$ cat config.mk
export PLATFORM = sky130hd
export DESIGN_NAME = uart_tx_arbiter_flat
export DESIGN_NICKNAME = d
export VERILOG_FILES = /design/src/rtl/uart_tx_arbiter_if.sv /design/src/rtl/uart_tx_arbiter.sv /design/src/flat_wrapper.sv
export SDC_FILE = /design/constraint.sdc
export NUM_CORES = 1
export LEC_CHECK = 0
export BUFFER_PORTS_ARGS = -buffer_cell sky130_fd_sc_hd__buf_2
export CORE_UTILIZATION = 35
export CTS_BUF_LIST = sky130_fd_sc_hd__clkbuf_8
export DETAILED_ROUTE_END_ITERATION = 8
export GPL_TIMING_DRIVEN = 1
export PLACE_DENSITY_LB_ADDON = 0.15
export SLEW_MARGIN = 0
export SYNTH_ARGS = -nofsm -noshare
export SYNTH_HDL_FRONTEND = slang
export SYNTH_SLANG_ARGS = --single-unit
$ cat constraint.sdc
create_clock -name clk -period 1.86 [get_ports clk]
set_clock_uncertainty 0.05 [all_clocks]
set_input_delay 0.372 -clock clk [delete_from_list [all_inputs] [get_ports clk]]
set_output_delay 0.372 -clock clk [all_outputs]
set_load 0.05 [all_outputs]
$ cat src/rtl/uart_tx_arbiter_if.sv
// Byte-request and UART Tx bus shared by uart_tx_arbiter and its environment.
// Requesters and the Tx instance sit on the master side; the arbiter is the slave.
//
// Handshake: req_valid[i] is raised with req_data[8*i+7:8*i] and held until the arbiter
// answers with a one-cycle req_ready[i]; the byte is taken on that cycle's rising edge.
// req_valid may be dropped before req_ready to withdraw the request. tx_send is held
// until tx_busy is seen high. tx_data is stable from capture until tx_done, and tx_done
// is a one-cycle completion pulse.
interface uart_tx_arbiter_if #(
    parameter int N_REQ = 4
);
    logic [N_REQ-1:0]   req_valid;
    logic [8*N_REQ-1:0] req_data;
    logic [N_REQ-1:0]   req_ready;
    logic               tx_send;
    logic [7:0]         tx_data;
    logic               tx_busy;
    logic               tx_done;

    modport slave (
        input  req_valid, req_data, tx_busy, tx_done,
        output req_ready, tx_send, tx_data
    );

    modport master (
        output req_valid, req_data, tx_busy, tx_done,
        input  req_ready, tx_send, tx_data
    );
endinterface

$ cat src/rtl/uart_tx_arbiter.sv
// uart_tx_arbiter: round-robin sharing of one 8N1 UART transmitter between N_REQ byte
// requesters. One byte is captured per grant, handed to the Tx, and followed by an idle
// gap of GAP_BITS bit-times after tx_done.
// Optional feature: define UART_TX_ARB_TIMEOUT_EN to abandon a byte whose tx_done does
// not arrive within TIMEOUT_CYCLES clocks of SEND entry (timeout_err pulses once).
// dbg_state exposes the FSM state: 0 IDLE, 1 SEND, 2 WAIT, 3 GAP.
module uart_tx_arbiter #(
    parameter int N_REQ          = 4,
    parameter int CLK_FREQ       = 50000000,
    parameter int BAUDRATE       = 9600,
    parameter int TICK_PER_BIT   = CLK_FREQ / BAUDRATE,
    parameter int GAP_BITS       = 1,
    parameter int TIMEOUT_CYCLES = 12 * TICK_PER_BIT,
    localparam int IDW           = $clog2(N_REQ)
) (
    input  logic             clk,
    input  logic             rst,
    uart_tx_arbiter_if.slave bus,
    output logic [IDW-1:0]   grant_id,
    output logic             active,
    output logic             timeout_err,
    output logic [1:0]       dbg_state
);

    typedef enum logic [1:0] {
        S_IDLE = 2'd0,
        S_SEND = 2'd1,
        S_WAIT = 2'd2,
        S_GAP  = 2'd3
    } state_e;

    // GAP_BITS = 0 still spends one clock in GAP, so the load value floors at zero.
    localparam int GAP_TOTAL = GAP_BITS * TICK_PER_BIT;
    localparam int GAP_LOAD  = (GAP_TOTAL > 0) ? GAP_TOTAL - 1 : 0;
    localparam int GAP_W     = (GAP_LOAD > 0) ? $clog2(GAP_LOAD + 1) : 1;

    if (N_REQ < 2 || N_REQ > 8 || TIMEOUT_CYCLES < 1) begin : g_param_check
        $error("uart_tx_arbiter: N_REQ must be 2..8 and TIMEOUT_CYCLES at least 1");
    end

    state_e             r_state;
    state_e             w_next;
    logic [GAP_W-1:0]   r_gap_cnt;
    logic [IDW-1:0]     r_rr_ptr;
    logic [IDW-1:0]     r_grant_id;
    logic [N_REQ-1:0]   r_req_ready;
    logic [7:0]         r_tx_data;
    logic [IDW-1:0]     w_win;
    logic [IDW-1:0]     w_idx;
    logic [IDW:0]       w_sum;
    logic [IDW-1:0]     w_rr_next;
    logic               w_found;
    logic               w_grant;
    logic               w_to_fire;

    // Winner search: first pending requester at or after the round-robin pointer, wrapping.
    always_comb begin
        w_found = 1'b0;
        w_win   = '0;
        w_sum   = '0;
        w_idx   = '0;
        for (int k = 0; k < N_REQ; k++) begin
            w_sum = {1'b0, r_rr_ptr} + (IDW + 1)'(k);
            if (w_sum >= (IDW + 1)'(N_REQ)) begin
                w_sum = w_sum - (IDW + 1)'(N_REQ);
            end
            w_idx = w_sum[IDW-1:0];
            if (!w_found && bus.req_valid[w_idx]) begin
                w_found = 1'b1;
                w_win   = w_idx;
            end
        end
        w_rr_next = (w_win == IDW'(N_REQ - 1)) ? '0 : w_win + 1'b1;
    end

    // A grant needs an idle arbiter, a pending request and an idle transmitter.
    assign w_grant = (r_state == S_IDLE) && w_found && !bus.tx_busy;

`ifdef UART_TX_ARB_TIMEOUT_EN
    localparam int TO_W = $clog2(TIMEOUT_CYCLES + 1);
    logic [TO_W-1:0] r_to_cnt;
    logic            r_timeout_err;

    // Fires on the clock where TIMEOUT_CYCLES clocks have passed since SEND entry with no tx_done.
    assign w_to_fire = ((r_state == S_SEND) || (r_state == S_WAIT)) && !bus.tx_done &&
                       (r_to_cnt == TO_W'(TIMEOUT_CYCLES - 1));

    // Timeout counter runs only while a byte is owned by the Tx; error is a one-clock pulse.
    always_ff @(posedge clk) begin
        if (rst) begin
            r_to_cnt      <= '0;
            r_timeout_err <= 1'b0;
        end else begin
            r_timeout_err <= w_to_fire;
            if (w_grant) begin
                r_to_cnt <= '0;
            end else if ((r_state == S_SEND) || (r_state == S_WAIT)) begin
                r_to_cnt <= r_to_cnt + 1'b1;
            end else begin
                r_to_cnt <= '0;
            end
        end
    end

    assign timeout_err = r_timeout_err;
`else
    assign w_to_fire   = 1'b0;
    assign timeout_err = 1'b0;
`endif

    // FSM state register.
    always_ff @(posedge clk) begin
        if (rst) begin
            r_state <= S_IDLE;
        end else begin
            r_state <= w_next;
        end
    end

    // Next-state logic; a tx_done that beats the busy handshake still completes the byte.
    always_comb begin
        w_next = r_state;
        case (r_state)
            S_IDLE: if (w_grant) w_next = S_SEND;
            S_SEND: begin
                if (w_to_fire || bus.tx_done) begin
                    w_next = S_GAP;
                end else if (bus.tx_busy) begin
                    w_next = S_WAIT;
                end
            end
            S_WAIT: if (w_to_fire || bus.tx_done) w_next = S_GAP;
            S_GAP:  if (r_gap_cnt == '0) w_next = S_IDLE;
            default: w_next = S_IDLE;
        endcase
    end

    // Capture the winner's byte, issue its ready pulse and advance the pointer on each grant.
    always_ff @(posedge clk) begin
        if (rst) begin
            r_req_ready <= '0;
            r_tx_data   <= 8'h00;
            r_grant_id  <= '0;
            r_rr_ptr    <= '0;
        end else begin
            r_req_ready <= '0;
            if (w_grant) begin
                r_req_ready <= N_REQ'(1) << w_win;
                r_tx_data   <= bus.req_data[{w_win, 3'b000} +: 8];
                r_grant_id  <= w_win;
                r_rr_ptr    <= w_rr_next;
            end
        end
    end

    // Inter-byte gap: loaded on GAP entry, counted down to zero while in GAP.
    always_ff @(posedge clk) begin
        if (rst) begin
            r_gap_cnt <= '0;
        end else if ((w_next == S_GAP) && (r_state != S_GAP)) begin
            r_gap_cnt <= GAP_W'(GAP_LOAD);
        end else if ((r_state == S_GAP) && (r_gap_cnt != '0)) begin
            r_gap_cnt <= r_gap_cnt - 1'b1;
        end
    end

    assign bus.req_ready = r_req_ready;
    assign bus.tx_send   = (r_state == S_SEND);
    assign bus.tx_data   = r_tx_data;
    assign grant_id      = r_grant_id;
    assign active        = (r_state != S_IDLE);
    assign dbg_state     = r_state;

endmodule

$ cat src/flat_wrapper.sv
// flat-port wrapper written by rule: the top's interface ports become plain ports
module uart_tx_arbiter_flat 
#(
    parameter int N_REQ          = 4,
    parameter int CLK_FREQ       = 50000000,
    parameter int BAUDRATE       = 9600,
    parameter int TICK_PER_BIT   = CLK_FREQ / BAUDRATE,
    parameter int GAP_BITS       = 1,
    parameter int TIMEOUT_CYCLES = 12 * TICK_PER_BIT,
    localparam int IDW           = $clog2(N_REQ)
)
  (clk, rst, grant_id, active, timeout_err, dbg_state, bus_req_valid, bus_req_data, bus_tx_busy, bus_tx_done, bus_req_ready, bus_tx_send, bus_tx_data);
  uart_tx_arbiter_if #(.N_REQ(N_REQ)) bus_i ();
  input  logic clk;
  input  logic rst;
  output logic [IDW-1:0] grant_id;
  output logic active;
  output logic timeout_err;
  output logic [1:0] dbg_state;
  input wire logic [$bits(bus_i.req_valid)-1:0] bus_req_valid;
  input wire logic [$bits(bus_i.req_data)-1:0] bus_req_data;
  input wire logic [$bits(bus_i.tx_busy)-1:0] bus_tx_busy;
  input wire logic [$bits(bus_i.tx_done)-1:0] bus_tx_done;
  output wire logic [$bits(bus_i.req_ready)-1:0] bus_req_ready;
  output wire logic [$bits(bus_i.tx_send)-1:0] bus_tx_send;
  output wire logic [$bits(bus_i.tx_data)-1:0] bus_tx_data;
  assign bus_i.req_valid = bus_req_valid;
  assign bus_i.req_data = bus_req_data;
  assign bus_i.tx_busy = bus_tx_busy;
  assign bus_i.tx_done = bus_tx_done;
  assign bus_req_ready = bus_i.req_ready;
  assign bus_tx_send = bus_i.tx_send;
  assign bus_tx_data = bus_i.tx_data;
  uart_tx_arbiter #(.N_REQ(N_REQ), .CLK_FREQ(CLK_FREQ), .BAUDRATE(BAUDRATE), .TICK_PER_BIT(TICK_PER_BIT), .GAP_BITS(GAP_BITS), .TIMEOUT_CYCLES(TIMEOUT_CYCLES)) u_core (.clk(clk), .rst(rst), .bus(bus_i), .grant_id(grant_id), .active(active), .timeout_err(timeout_err), .dbg_state(dbg_state));
endmodule
== After elaboration in Yosys (flattened, before gate mapping) ==
Index checks and enable logic that the tools add are counted.

* Muxes and demuxes: 29
* Shifts and indexed selects: 2
* Equal/unequal tests: 6
* Add/subtract/negate cells: 9
* Reductions and logical operators: 18
* Order comparisons: 8
* Bitwise gates (word level): 1

{| class="wikitable"
|+ Operator list
! operator !! count
|-
| $shiftx A32 B6 Y8 || 1
|-
| $mux W2 || 14
|-
| $mux W13 || 2
|-
| $logic_not A13 Y1 || 1
|-
| $reduce_bool A13 Y1 || 1
|-
| $sub A13 B1 Y13 const B || 1
|-
| $lt A2 B3 Y1 const B || 4
|-
| $ge A3 B3 Y1 const B || 3
|-
| $bmux W1 S2 || 4
|-
| $eq A2 B2 Y1 const B || 4
|-
| $mux W1 || 8
|-
| $pmux W2 S4 || 1
|-
| $sub A2 B1 Y2 const B || 4
|-
| $logic_and A1 B1 Y1 || 7
|-
| $add A2 B2 Y3 const B || 2
|-
| $logic_not A1 Y1 || 4
|-
| $reduce_bool A2 Y1 || 2
|-
| $reduce_or A2 Y1 || 2
|-
| $shl A1 B2 Y4 const A || 1
|-
| $add A2 B1 Y3 const B || 1
|-
| $ge A2 B3 Y1 const B || 1
|-
| $add A2 B1 Y2 const B || 1
|-
| $eq A2 B1 Y1 const B || 1
|-
| $logic_not A2 Y1 || 1
|-
| 2 further kinds || 2
|}

* Register bits: 31
* Word-level logic and storage cells: 80
* Input bits: 40
* Output and inout bits: 19

== Longest topological paths before layout ==
* Word-level depth: 21
* Depth in mapped cells: 7
* Gate-level depth less buffers: 7

== Worst setup path after synthesis ==
OpenSTA, ideal clock, no wires.

* Kind: reg2reg
* Start point: reg u_core.r_state[1] (netlist: u_core.dbg_state[1])
* End point: reg u_core.r_rr_ptr[0]
* Period minus slack after synthesis: 2.282 ns
* Required time: 1.695 ns
* Library setup time: 0.115 ns
* Arrival: 2.117 ns
* Buffers on the path: 2
* Slack: -0.422 ns
* Cell stages (with the launch flop): 7
* Cells stage by stage: dfxtp_1 -> clkbuf_1 -> or2_1 -> or3_1 -> clkbuf_1 -> a21oi_1 -> and2_1

* Word-level cells in the longest chain between the ends: 3

{| class="wikitable"
|+ Ends and longest elaborated chain
! what !! line !! source
|-
| from (decl) || uart_tx_arbiter.sv:41 || <nowiki>state_e r_state;</nowiki>
|-
| from (signal assigned) || uart_tx_arbiter.sv:116 || <nowiki>r_state <= w_next;</nowiki>
|-
| $logic_not A2 Y1 || uart_tx_arbiter.sv:77 || <nowiki>assign w_grant = (r_state == S_IDLE) && w_found && !bus.tx_busy;</nowiki>
|-
| $logic_and A1 B1 Y1 (2 in a row) || uart_tx_arbiter.sv:77 ||
|-
| to (signal assigned) || uart_tx_arbiter.sv:151 || <nowiki>r_rr_ptr <= w_rr_next;</nowiki>
|-
| to (decl) || uart_tx_arbiter.sv:44 || <nowiki>logic [IDW-1:0] r_rr_ptr;</nowiki>
|}

No other way between the ends.
A chain may end at the register's enable or synchronous reset.

== Final worst setup path ==
* Start point: reg u_core.r_gap_cnt[4]
* End point: reg u_core.r_gap_cnt[10]

* Word-level cells in the longest chain between the ends: 6
* Elaborated cells between the ends (all ways): 11
* Those cells by class: 1 x add/sub; 1 x eq/ne; 4 x mux; 5 x reduce/logical

{| class="wikitable"
|+ Ends and longest elaborated chain
! what !! line !! source
|-
| from (decl) || uart_tx_arbiter.sv:43 || <nowiki>logic [GAP_W-1:0] r_gap_cnt;</nowiki>
|-
| from (signal assigned) || uart_tx_arbiter.sv:161 || <nowiki>r_gap_cnt <= GAP_W'(GAP_LOAD);</nowiki>
|-
| from (signal assigned) || uart_tx_arbiter.sv:163 || <nowiki>r_gap_cnt <= r_gap_cnt - 1'b1;</nowiki>
|-
| parallel branches: the longest is 6 deep, another holds $sub A13 B1 Y13 || - ||
|}

Parallel ways; which one is timed is not known. The select of a mux whose other input is x is not followed.

==> out/results.ini <==
[clock_network]
cts.sinks=31
cts_max_level=2
cts_tree=built
ctsHoldBuffers=0
cts-buffers-inserted=5
cts.clk_slew.worst_paths_ns=0.07
clkLatencyLatePin_ns=0.28
clockBufferDepth=2
clock-root-buffer=clkbuf_8

[yosys]
synthTopCellsByCount=dfxtp_1 (31), nor2_1 (21), mux2i_1 (18)
async_flop_share_pct=0
yosysWarnings=0
synth.net_count=221
syn-cell-area_um2=1640
netlist-cell-type-count=38
synth_seq_area_share_pct=37.8
synth.most_common_cell=dfxtp_1
ys_ff_latch=31
syn_inst=179
synthTopCellsByArea=dfxtp_1 (38%), mux2i_1 (11%), xnor2_1 (6.4%), nor2_1 (4.8%), o221ai_1 (4.3%)
synth_edf_count=0
synth_top_flop_cell=dfxtp_1
synth_area_per_cell_um2=9.16
yosysTopAreaCell=dfxtp_1
synth.top_cell.area_share_pct=37.8

[floorplanning]
core_um2=4440
ios=59
num_rows=24
die_width_um=70.5
die_h_um=70.5
start_util_pct=36.9
die_area_um2=4960

[run_status]
violations=design-rule violations, negative setup slack
run_status=finished with violations

[timing]
hold_viol_final=0
tns_ns=-0.156
setup_viol=6
timing.hold.ws_ns=0.354
fmax_mhz=520
slew_viol_final=0
finalCritPeriodShare_pct=103
fin_crit_ns=1.92
fin_ws_ns=-0.0616
rsz0062_at_grt=yes

[setup_path]
path_cells=or4_4 -> or2_4 -> buf_4 -> nor4_4 -> xnor2_1 -> a21oi_1
r2r_slack_ns=-0.06
r2r-start=u_core.r_gap_cnt[4]
start_kind=register
critPathMaxFanout=3
critPathSlowestCell=or4_4
max_stage_delay_ns=0.53
worstPathArrival_ns=2.04
end_kind=register
crit_type=register to register
crit_required_ns=1.97
startpoint=u_core.r_gap_cnt[4]

[pwr]
p_sw_mw=0.773
p_sw_share_pct=33.8
p_comb_share_pct=38.1
peakVddDrop_uv=464
seqPwrFrac_pct=34.2
clkPwrFrac_pct=27.7
p_leak_nw=1.04
p_int_mw=1.51
p_per_area_nw_per_um2=966

[hold_path]
hold_path_class=input pin to register
hp-start=bus_req_data[15]

[layout]
nets=301
drive_above_1_share_pct=44.6
diodes=0
syn_to_final_growth_pct=44.2
fin_area_um2=2370

[global_route]
grt_max_degree=22
grt_pass1_wl_mm=6.18
overflow=0
antenna_found_initial=0
grt_usage_pct=15.7
grt_pass1_vias=1371

[drt]
vias=1555
vias_per_cell=4.98
drt_iter0_drc=52
drtAntennaViolNets=0
dr.pass1.iters=6
totalWireLength_mm=3.87
drcViolationCount=4
routedWlPerCell_um=12.4

[place]
port_buffers=57
hpwl_mm=2.88
gp_congestion=0.751
place_area_um2=2180

[run]
drv_cap=0

-- routing by layer --
metal	part of all wire, %	up-vias	track usage (%)
met5	0	-	0
met4	1.4	0	6.12
met3	4.1	7	3.61
met2	44	39	22.7
met1	50	705	22.5
li1	-	804	-
-- area by class of cell --
cell class	count	area (um^2)
repair buffers	83	500
inverters	5	18.8
fillers	412	2080
clock buffers	5	68.8
flip-flops and latches	31	633
well taps	52	65.1
multi-input cells	133	1040
clock inverters	3	38.8
-- per-stage QoR --
| stage | power (mW) | setup WS, ns | std cells | util, % |
|---|---|---|---|---|
| after floorplan | 1.33 | -0.0430 | 179 | - |
| after global placement | 1.57 | -0.0408 | 303 | 49.1 |
| after detailed placement | 1.58 | -0.0540 | 303 | 49.1 |
| after CTS | 2.24 | -0.0382 | 311 | 51.7 |
| after global routing | 2.41 | -0.108 | 312 | 53.2 |
| final | 2.29 | -0.0616 | 312 | 53.2 |
-- cell usage in the layout (no fill, tap or decap), drive strengths merged, types with 2 or more instances in the layout --
cell / instances
nand2: 6
inv: 5
o21ai: 6
dfxtp: 31
o221ai: 8
a211oi: 3
or3: 5
nor4b: 3
or4: 2
a21oi: 11
nor4: 6
o21bai: 2
nor3: 4
o22ai: 2
buf: 83
xnor2: 12
ha: 2
nor2: 21
nand3b: 8
mux2i: 18
clkinv: 2
clkbuf: 5
nand2b: 2
or2: 2
-- sequential cells by signal (all words and copies together), names as in the netlist --
register / flops
u_core.bus.tx_data: 8
u_core.r_rr_ptr: 2
u_core.dbg_state: 2
u_core.bus.req_ready: 4
u_core.grant_id: 2
u_core.r_gap_cnt: 13
-- path summary, 6_finish.rpt --
path / to / cells past startpoint
max: u_core.r_gap_cnt[10] / 6
min: u_core.bus.tx_data[7] / 3
max reg2reg: u_core.r_gap_cnt[10] / 6
min reg2reg: u_core.grant_id[0] / 2
-- what timing repair did --
| item | CTS | global route |
|---|---|---|
| pin swaps | 1 | 16 |
| buffers inserted | 0 | 1 |
| endpoints found under the setup margin | 5 | 14 |
| gates resized for setup | 3 | 15 |
-- critical path: cells and delay by family (launching register included) --
kind | cells | cell delay (ns)
simple gates | 3 | 1.06
flops | 1 | 0.32
buf+inv | 1 | 0.16
xor+xnor | 1 | 0.14
compound gates | 1 | 0.07
-- power by group through the flow --
stage	Clock, mW	Sequential (mW)	Combinational (mW)
2_1_floorplan	0	0.906	0.421
3_3_place_gp	0	0.788	0.785
3_5_place_dp	0	0.790	0.791
4_1_cts	0.652	0.776	0.807
5_1_grt	0.686	0.790	0.933
6_report	0.633	0.781	0.871
-- kinds of logic after synthesis --
kind of cell	count (synthesis)	synth area share, %
adders and majority gates	2	1.53
other	1	0.229
muxes	18	11.0
buffers and inverters	15	3.89
and+or+nand+nor	64	24.6
xor gates and xnor gates	13	6.94
DFF	31	37.8
AOI/OAI and AO/OA	35	14.0
Power figures use the tool's default switching activity.
